## src/rtl/enoc_traffic_harness.sv

```systemverilog
// LFSR traffic generator and signature sink for ENoC bring-up: drives every node input and folds
// every delivery into a running signature so the mesh survives synthesis and is checkable from pins.

module enoc_traffic_harness #(
    parameter int unsigned NODES         = 16,
    parameter int unsigned DATA_W        = 32,
    parameter logic [31:0] LFSR_SEED     = 32'hACE1_0001,
    parameter int unsigned CNT_W         = 16,
    parameter int unsigned DRAIN_TIMEOUT = 1024
) (
    input  logic                           clk,
    input  logic                           reset_n,
    input  logic                           i_start,
    input  logic [7:0]                     i_rate,
    input  logic [CNT_W-1:0]               i_num_pkts,
    output logic                           o_busy,
    output logic                           o_done,
    output logic                           o_timeout,
    output logic [CNT_W+$clog2(NODES)-1:0] o_tx_count,
    output logic [CNT_W+$clog2(NODES)-1:0] o_rx_count,
    output logic [DATA_W-1:0]              o_signature,
    output logic [NODES*DATA_W-1:0]        o_net_data,
    output logic [NODES-1:0]               o_net_data_val,
    input  logic [NODES-1:0]               i_net_en,
    input  logic [NODES*DATA_W-1:0]        i_net_data,
    input  logic [NODES-1:0]               i_net_data_val,
    output logic [NODES-1:0]               o_net_en
);

    localparam int unsigned TW  = CNT_W + $clog2(NODES);
    localparam int unsigned DCW = $clog2(DRAIN_TIMEOUT + 1);

    typedef enum logic [1:0] {StIdle, StRun, StDrain, StDone} state_e;

    function automatic logic [7:0] rate_seed(input int unsigned k);
        return 8'((k % 255) + 1);
    endfunction

    function automatic logic [31:0] data_seed(input int unsigned k);
        logic [31:0] s;
        s = LFSR_SEED ^ 32'(k);
        return (s == 32'd0) ? 32'd1 : s;
    endfunction

    // Galois, right-shifting: x^8+x^6+x^5+x^4+1
    function automatic logic [7:0] rate_step(input logic [7:0] r);
        return r[0] ? ((r >> 1) ^ 8'hB8) : (r >> 1);
    endfunction

    // Galois, right-shifting: x^32+x^22+x^2+x+1
    function automatic logic [31:0] data_step(input logic [31:0] r);
        return r[0] ? ((r >> 1) ^ 32'h8020_0003) : (r >> 1);
    endfunction

    function automatic logic [DATA_W-1:0] rotl(input logic [DATA_W-1:0] x, input int unsigned s);
        logic [2*DATA_W-1:0] xx;
        xx = {x, x} >> (DATA_W - s);
        return xx[DATA_W-1:0];
    endfunction

    function automatic logic [TW-1:0] popcnt(input logic [NODES-1:0] v);
        logic [TW-1:0] c;
        c = '0;
        for (int unsigned i = 0; i < NODES; i++) c = c + TW'(v[i]);
        return c;
    endfunction

    state_e              state_q, state_d;
    logic                start_q;
    logic [7:0]          rate_cfg_q, rate_cfg_d;
    logic [CNT_W-1:0]    budget_q, budget_d;
    logic [7:0]          rate_lfsr_q [NODES];
    logic [7:0]          rate_lfsr_d [NODES];
    logic [31:0]         data_lfsr_q [NODES];
    logic [31:0]         data_lfsr_d [NODES];
    logic [CNT_W-1:0]    loaded_q [NODES];
    logic [CNT_W-1:0]    loaded_d [NODES];
    logic [DATA_W-1:0]   data_q [NODES];
    logic [DATA_W-1:0]   data_d [NODES];
    logic [NODES-1:0]    val_q, val_d;
    logic [TW-1:0]       tx_q, tx_d, rx_q, rx_d;
    logic [DATA_W-1:0]   sig_q, sig_d;
    logic                timeout_q, timeout_d;
    logic [DCW-1:0]      drain_q, drain_d;

    logic                busy, start_rise, all_sent;
    logic [NODES-1:0]    net_en, dlv, acc, xfer;
    logic [7:0]          rate_nxt [NODES];
    logic [31:0]         data_nxt [NODES];
    logic [DATA_W-1:0]   in_data [NODES];
    logic [DATA_W-1:0]   fold_term [NODES];
    logic [DATA_W-1:0]   fold;

    assign busy       = (state_q == StRun) || (state_q == StDrain);
    assign start_rise = i_start & ~start_q;
    assign net_en     = {NODES{busy}};
    assign dlv        = i_net_data_val & net_en;
    assign acc        = val_q & i_net_en;
    assign xfer       = acc;

    // Node 0 occupies the MSBs of the flattened network vectors.
    for (genvar g = 0; g < NODES; g++) begin : g_node
        assign in_data[g] = i_net_data[(NODES-1-g)*DATA_W +: DATA_W];
        assign o_net_data[(NODES-1-g)*DATA_W +: DATA_W] = data_q[g];
        assign rate_nxt[g]  = rate_step(rate_lfsr_q[g]);
        assign data_nxt[g]  = data_step(data_lfsr_q[g]);
        assign fold_term[g] = dlv[g] ? rotl(in_data[g], g % DATA_W) : '0;
    end

    always_comb begin
        fold = '0;
        for (int unsigned k = 0; k < NODES; k++) fold = fold ^ fold_term[k];
    end

    always_comb begin
        state_d    = state_q;
        rate_cfg_d = rate_cfg_q;
        budget_d   = budget_q;
        tx_d       = tx_q + popcnt(acc);
        rx_d       = rx_q + popcnt(dlv);
        sig_d      = busy ? (rotl(sig_q, 1) ^ fold) : sig_q;
        timeout_d  = timeout_q;
        drain_d    = drain_q;
        val_d      = val_q;
        all_sent   = 1'b1;
        for (int unsigned k = 0; k < NODES; k++) begin
            rate_lfsr_d[k] = rate_lfsr_q[k];
            data_lfsr_d[k] = data_lfsr_q[k];
            loaded_d[k]    = loaded_q[k];
            data_d[k]      = data_q[k];
        end

        unique case (state_q)
            StIdle, StDone: begin
                if (start_rise) begin
                    state_d    = StRun;
                    rate_cfg_d = i_rate;
                    budget_d   = i_num_pkts;
                    tx_d       = '0;
                    rx_d       = '0;
                    sig_d      = '0;
                    timeout_d  = 1'b0;
                    val_d      = '0;
                    // Reseeding per run makes a repeated run reproduce its signature.
                    for (int unsigned k = 0; k < NODES; k++) begin
                        rate_lfsr_d[k] = rate_seed(k);
                        data_lfsr_d[k] = data_seed(k);
                        loaded_d[k]    = '0;
                    end
                end
            end
            StRun: begin
                for (int unsigned k = 0; k < NODES; k++) begin
                    if (val_q[k] || (loaded_q[k] != budget_q)) all_sent = 1'b0;
                    if (xfer[k]) val_d[k] = 1'b0;
                    if ((!val_q[k] || xfer[k]) && (loaded_q[k] < budget_q)) begin
                        rate_lfsr_d[k] = rate_nxt[k];
                        if (rate_nxt[k] <= rate_cfg_q) begin
                            data_lfsr_d[k] = data_nxt[k];
                            data_d[k]      = DATA_W'(data_nxt[k]);
                            val_d[k]       = 1'b1;
                            loaded_d[k]    = loaded_q[k] + CNT_W'(1);
                        end
                    end
                end
                if (all_sent) begin
                    state_d = StDrain;
                    drain_d = '0;
                end
            end
            StDrain: begin
                if (rx_q == tx_q) begin
                    state_d = StDone;
                end else if (drain_q == DCW'(DRAIN_TIMEOUT - 1)) begin
                    state_d   = StDone;
                    timeout_d = 1'b1;
                end else begin
                    drain_d = drain_q + DCW'(1);
                end
            end
            default: state_d = StIdle;
        endcase
    end

    always_ff @(posedge clk or negedge reset_n) begin
        if (!reset_n) begin
            state_q    <= StIdle;
            start_q    <= 1'b0;
            rate_cfg_q <= '0;
            budget_q   <= '0;
            val_q      <= '0;
            tx_q       <= '0;
            rx_q       <= '0;
            sig_q      <= '0;
            timeout_q  <= 1'b0;
            drain_q    <= '0;
            for (int unsigned k = 0; k < NODES; k++) begin
                rate_lfsr_q[k] <= rate_seed(k);
                data_lfsr_q[k] <= data_seed(k);
                loaded_q[k]    <= '0;
                data_q[k]      <= '0;
            end
        end else begin
            state_q    <= state_d;
            start_q    <= i_start;
            rate_cfg_q <= rate_cfg_d;
            budget_q   <= budget_d;
            val_q      <= val_d;
            tx_q       <= tx_d;
            rx_q       <= rx_d;
            sig_q      <= sig_d;
            timeout_q  <= timeout_d;
            drain_q    <= drain_d;
            for (int unsigned k = 0; k < NODES; k++) begin
                rate_lfsr_q[k] <= rate_lfsr_d[k];
                data_lfsr_q[k] <= data_lfsr_d[k];
                loaded_q[k]    <= loaded_d[k];
                data_q[k]      <= data_d[k];
            end
        end
    end

    assign o_busy         = busy;
    assign o_done         = (state_q == StDone);
    assign o_timeout      = timeout_q;
    assign o_tx_count     = tx_q;
    assign o_rx_count     = rx_q;
    assign o_signature    = sig_q;
    assign o_net_data_val = val_q;
    assign o_net_en       = net_en;

endmodule

```

## config.mk

```make
export PLATFORM = sky130hd
export DESIGN_NAME = enoc_traffic_harness
export DESIGN_NICKNAME = d
export VERILOG_FILES = /design/src/rtl/enoc_traffic_harness.sv
export SDC_FILE = /design/constraint.sdc
export NUM_CORES = 2
export LEC_CHECK = 0
export ABC_AREA = 1
export CORE_AREA = 2 2 461 463
export CTS_CLUSTER_SIZE = 20
export DETAILED_ROUTE_END_ITERATION = 16
export DIE_AREA = 0 0 463 465
export GPL_ROUTABILITY_DRIVEN = 0
export PLACE_DENSITY = 0.67
export SLEW_MARGIN = 20
export SYNTH_ARGS = -nofsm -noshare
export SYNTH_HDL_FRONTEND = slang
export SYNTH_SLANG_ARGS = --single-unit
```

## constraint.sdc

```tcl
create_clock -name clk -period 5 [get_ports clk]
set_input_delay 0.75 -clock clk [delete_from_list [all_inputs] [get_ports clk]]
set_output_delay 0.75 -clock clk [all_outputs]
set_load 0.03 [all_outputs]
```

After elaboration in Yosys (flattened, before gate mapping) --
Cells that the tools add are included.
Storage, ports and cells: output and inout port bits 619, flip-flop bits (word level) 1535, input bits 571, word-level logic and storage cells 610
Operators by class: reductions and logical operators 123, bitwise logic cells 52, $lt $le $gt $ge 32, $add $sub $neg 49, equality and inequality tests 59, mux-type cells 221
Operators by type and width (number):
- 2-to-1 mux 32 bit | 67
- one-hot mux 512 bit (2 select lines) | 1
- 2-to-1 mux 16 bit | 33
- 2-to-1 mux 512 bit | 1
- one-hot mux 256 bit (2 select lines) | 1
- bitwise XOR 32 bit | 16
- adder 16 x 1 -> 16 bit, second input constant | 16
- < comparator 16 bit | 16
- 2-to-1 mux 256 bit | 1
- 2-to-1 mux 8 bit | 32
- != test 16 bit | 16
- one-hot mux 128 bit (2 select lines) | 1
- <= comparator 8 bit | 16
- 2-to-1 mux 128 bit | 1
- NOT 3 -> 4 bit | 32
- AND reduction 3 bit | 33
- 2-to-1 mux 20 bit | 4
- AND reduction 4 bit | 18
- 2-to-1 mux 1 bit | 68
- != test 2 x 1 -> 1 bit, second input constant | 34
- adder 20 x 16 -> 20 bit | 2
- logical OR 1 bit | 33
- 2-to-1 mux 11 bit | 3
- adder 15 x 1 -> 16 bit | 2
- other kinds (35) | 89

Logic depth before layout (Yosys ltp) --
depth after elaboration 23, mapped depth 28, gate-level depth less buffers 25

Worst setup path after synthesis --
No wires, ideal clock.
kind reg-to-reg, start point register state_q[0], end point register rx_q[12] (netlist: o_rx_count[12]), slack -0.374 ns, arrival time 5.254 ns, path buffers 3, library setup time 0.120 ns, cell stages (with the launch flop) 28, cell sequence dfrtp_1 > inv_1 > ha_1 > inv_2 > buf_4 > buf_6 > nand2_2 > buf_4 > fa_1 > inv_1 > fa_1 > inv_1 > fa_1 > fa_1 > inv_1 > fa_1 > inv_1 > fa_1 > nand3b_1 > nand2_1 > nand2_1 > a21oi_1 > inv_1 > nor2_1 > nand2_1 > nor2_1 > nand2_1 > and3_1
On the way: cells in the longest elaborated chain, start to end 21, elaborated cells on any way between the ends 25, those cells by class 16 x add/sub; 3 x eq/ne; 2 x mux; 1 x bitwise; 3 x reduce/logical
Ends and longest elaborated chain:
- from (decl) | RTL line 68 | state_e state_q, state_d;
- from (signal assigned) | RTL line 187 | state_q <= StIdle;
- from (signal assigned) | RTL line 204 | state_q <= state_d;
- == test 2 x 1 -> 1 bit or == test 2 bit (tied branches) | RTL line 94 | assign busy = (state_q == StRun) || (state_q == StDrain);
- logical OR 1 bit | RTL line 94
- bitwise AND 16 bit | RTL line 97 | assign dlv = i_net_data_val & net_en;
- adder 1 x 1 -> 2 bit | RTL line 64 | for (int unsigned i = 0; i < NODES; i++) c = c + TW'(v[i]);
- adder 2 x 1 -> 3 bit | RTL line 64
- adder 3 x 1 -> 4 bit | RTL line 64
- adder 4 x 1 -> 5 bit | RTL line 64
- adder 5 x 1 -> 6 bit | RTL line 64
- (+6 left out)
- adder 12 x 1 -> 13 bit | RTL line 64
- adder 13 x 1 -> 14 bit | RTL line 64
- adder 14 x 1 -> 15 bit | RTL line 64
- adder 15 x 1 -> 16 bit | RTL line 64
- adder 20 x 16 -> 20 bit | RTL line 120 | rx_d = rx_q + popcnt(dlv);
- 2-to-1 mux 20 bit | RTL line 135 | if (start_rise) begin
- 2-to-1 mux 20 bit (*) | RTL line 133 | unique case (state_q)
- named net rx_d[12] | RTL line 81 | logic [TW-1:0] tx_q, tx_d, rx_q, rx_d;
- to (signal assigned) | RTL line 210 | rx_q <= rx_d;
- to (decl) | RTL line 81
Mark *: on every way through the listed nets, which the timed path passes. The rest lies on a longest branch. A chain may end at the register's enable or synchronous reset.

Worst setup path in the final report --
Ends and elaborated chain as after synthesis.

==> impl_metrics.json <==
{
  "antenna_found_initial": 65,
  "r2r-start": "state_q[0]",
  "initial_core_util": 0.424,
  "cp.required_ns": 5.72,
  "synth.distinct_cells": 51,
  "fill_cells": 20100,
  "clkLatencyLatePin_ns": 0.88,
  "crit_fanout": 5,
  "drive_above_1_share": 0.0719,
  "cts_sinks": 1535,
  "ys_seq_area_frac": 0.433,
  "skew_ns": 0.0976,
  "wl_um": 325000,
  "finalCritPeriodShare": 1.00,
  "ys_async_sr_fraction": 1.00,
  "startpoint_type": "flop",
  "core_area_um2": 211000,
  "rsz0062_at_grt": "true",
  "drt_iter0_markers": 7383,
  "fin_nets": 14100,
  "finalInstanceArea_um2": 111000,
  "synth_top_area_share": 0.376,
  "grt_pass1_wl_um": 490000,
  "powerDensity_nw_per_um2": 664,
  "grt_pass1_vias": 77100,
  "fin_tns_setup_ns": -0.0293,
  "yosysMostFrequentCell": "nand2_1",
  "die_y_um": 465,
  "syn_area_um2": 89300,
  "arrival_ns": 5.74,
  "yosys_warnings": 0,
  "drcViolationCount": 0,
  "viasPerCell": 5.15,
  "violations": "setup timing",
  "critPathMaxStageDelay_ns": 0.59,
  "fmax_mhz": 199,
  "cp-endpoint": "o_rx_count[12]",
  "io_pins": 1190,
  "relSlewSlack": 0.208,
  "cp_slowest_cell": "fa_1",
  "worstSetupPathType": "reg -> reg",
  "cts_root_buf": "clkbuf_16",
  "grt.total_usage": 0.297,
  "final_core_util": 0.527,
  "ctsLongestPathBuffers": 3,
  "crit_top_cell": "inv_2",
  "syn_nets": 13000,
  "multi_input_area_um2": 44000,
  "final-seq-area_um2": 38700,
  "r2r_setup_slack_ns": -0.02,
  "grt.overflow.total": 0,
  "hold_viol_final": 0,
  "cts_buffers": 172,
  "tritoncts": "yes",
  "drv_cap": 0,
  "hold_path.class": "in -> reg",
  "die_w_um": 463,
  "yosysTopAreaCell": "dfrtp_1",
  "vias": 82700,
  "syn_to_final_growth_pct": 24.4,
  "final_max_slew_viol_count": 0,
  "layout.cells.non_filler": 16100,
  "ys_top_cells_by_area": "dfrtp_1 38%, nand2_1 18%, o21ai_0 7.2%",
  "cts.htree.levels": 4,
  "fin_ws_ns": -0.0213,
  "ys.flop_type": "dfrtp_1",
  "max-vdd-ir-drop_uv": 536,
  "ant_nets": 0,
  "status": "complete, but fails checks",
  "min_period_ns": 5.02,
  "dp_hpwl_um": 244000,
  "synth_common_cells": "4204 x nand2_1, 1342 x dfrtp_1, 1292 x o21ai_0",
  "min-delay-start": "i_start",
  "syn_inst": 12000,
  "r2r-end": "o_rx_count[12]",
  "firstDrtPassIters": 8,
  "critPathLaunch": "state_q[0]",
  "hold_ws_ns": 0.386,
  "setup_viol": 2,
  "placed_cells": 15700,
  "reg2reg_depth": 25,
  "path_clk_slew_ns": 0.06,
  "p_leak_nw": 53.0,
  "grt_max_degree": 155,
  "worst_pin_slew_ns": 1.19,
  "synth-seq-cells": 1535,
  "worst_setup_path_end_kind": "flop",
  "postSynthAreaPerCell_um2": 7.45,
  "synth-edff-count": 0,
  "port_buffers": 1189,
  "postPlaceCellArea_um2": 105000,
  "wl_per_cell_um": 20.2,
  "fp.dieArea_um2": 215000,
  "fp-row-count": 169
}
## worst min path at each step
| stage | endpoint | slack (ns) | depth (start not counted) |
|---|---|---|---|
| 5_1_grt | start_q | 0.35 | 1 |
| 3_5_place_dp | data_lfsr_q[183] | 0.46 | 2 |
| 2_1_floorplan | data_lfsr_q[132] | 0.44 | 2 |
| 3_3_place_gp | data_lfsr_q[190] | 0.45 | 2 |
| 6_report | start_q | 0.39 | 1 |
| 4_1_cts | start_q | 0.31 | 1 |
## state kept, by name (all words and copies together), names as in the netlist, 2 cells and up
register / count
o_rx_count: 20
o_tx_count: 20
rate_lfsr_q: 128
budget_q: 16
o_net_data: 512
data_lfsr_q: 512
o_net_data_val: 16
state_q: 2
rate_cfg_q: 8
loaded_q: 256
o_signature: 32
drain_q: 11
## power breakdown
group          internal [mW]  switching (mW)
clock                   7.72            5.68
sequential              16.4            2.94
combinational           13.2            27.9
## what timing repair did
item / 4_1_cts / 5_1_grt
resized for setup: 13 / 19
endpoints found under the setup margin: 9 / 16
pin swaps: 8 / 16
buffers inserted: 3 / 4
endpoints found under the hold margin: 71 / 0
gates cloned: 0 / 0
hold buffers: 1 / 0
## layer usage
metal	part of all wire	GRT usage	vias up	wire length [µm]
met1	0.43	0.404	38800	139000
met4	0.045	0.123	30	14700
met5	0.00087	0	-	284
li1	-	-	40300	-
met2	0.43	0.449	2939	140000
met3	0.094	0.0782	564	30600
## critical path, delay by kind of cell (launching register included)
| family | cells | cell delay [ns] |
|---|---|---|
| adder cells (fa/ha/maj) | 7 | 2.79 |
| flip-flops | 1 | 0.38 |
| buffers and inverters | 8 | 0.65 |
| AO/OA/AOI/OAI | 1 | 0.17 |
| AND/OR/NAND/NOR | 9 | 0.95 |
## logic make-up (layout without fill, tap and decap cells)
group,after synthesis,after routing,share of synthesized area
compound gates,1608,1608,0.0924
other cells,0,36,0
buf+inv,1767,2994,0.0778
fa+ha+maj,445,445,0.0644
simple gates,6166,6166,0.287
xor+xnor,457,457,0.0449
flops,1535,1535,0.433
## metrics by stage
| stage | setup slack, ns | power, mW |
|---|---|---|
| global placement | -0.971 | 59.5 |
| global route | -0.234 | 79.5 |
| detailed placement | -0.992 | 60.0 |
| floorplan | -0.0436 | 44.4 |
| finish | -0.0213 | 73.8 |
| CTS | -0.0485 | 74.0 |
## placed cells by master, fill, tap and decap left out, drive strengths merged, types with 221 or more instances in the layout
cell / Yosys / routed
nand4: 297 / 297
nor2: 743 / 743
nand3: 582 / 582
dfrtp: 1342 / 1342
nand2: 4207 / 4207
clkdlybuf4s50: 0 / 1188
o21ai: 1314 / 1314
xor2: 286 / 286
buf: 182 / 255
ha: 421 / 421
a21oi: 221 / 221
inv: 1229 / 1232
clkbuf: 356 / 252
## final cells by class
class	count	area share
flip-flops and latches	1535	0.348
diodes	36	0.000811
multi-input cells	8676	0.396
repair buffers	1444	0.127
clock inverters	69	0.00961
inverters	1229	0.0417
well taps	2821	0.0318
clock buffers	252	0.0447
No activity file was read; power rests on OpenSTA's default activity.
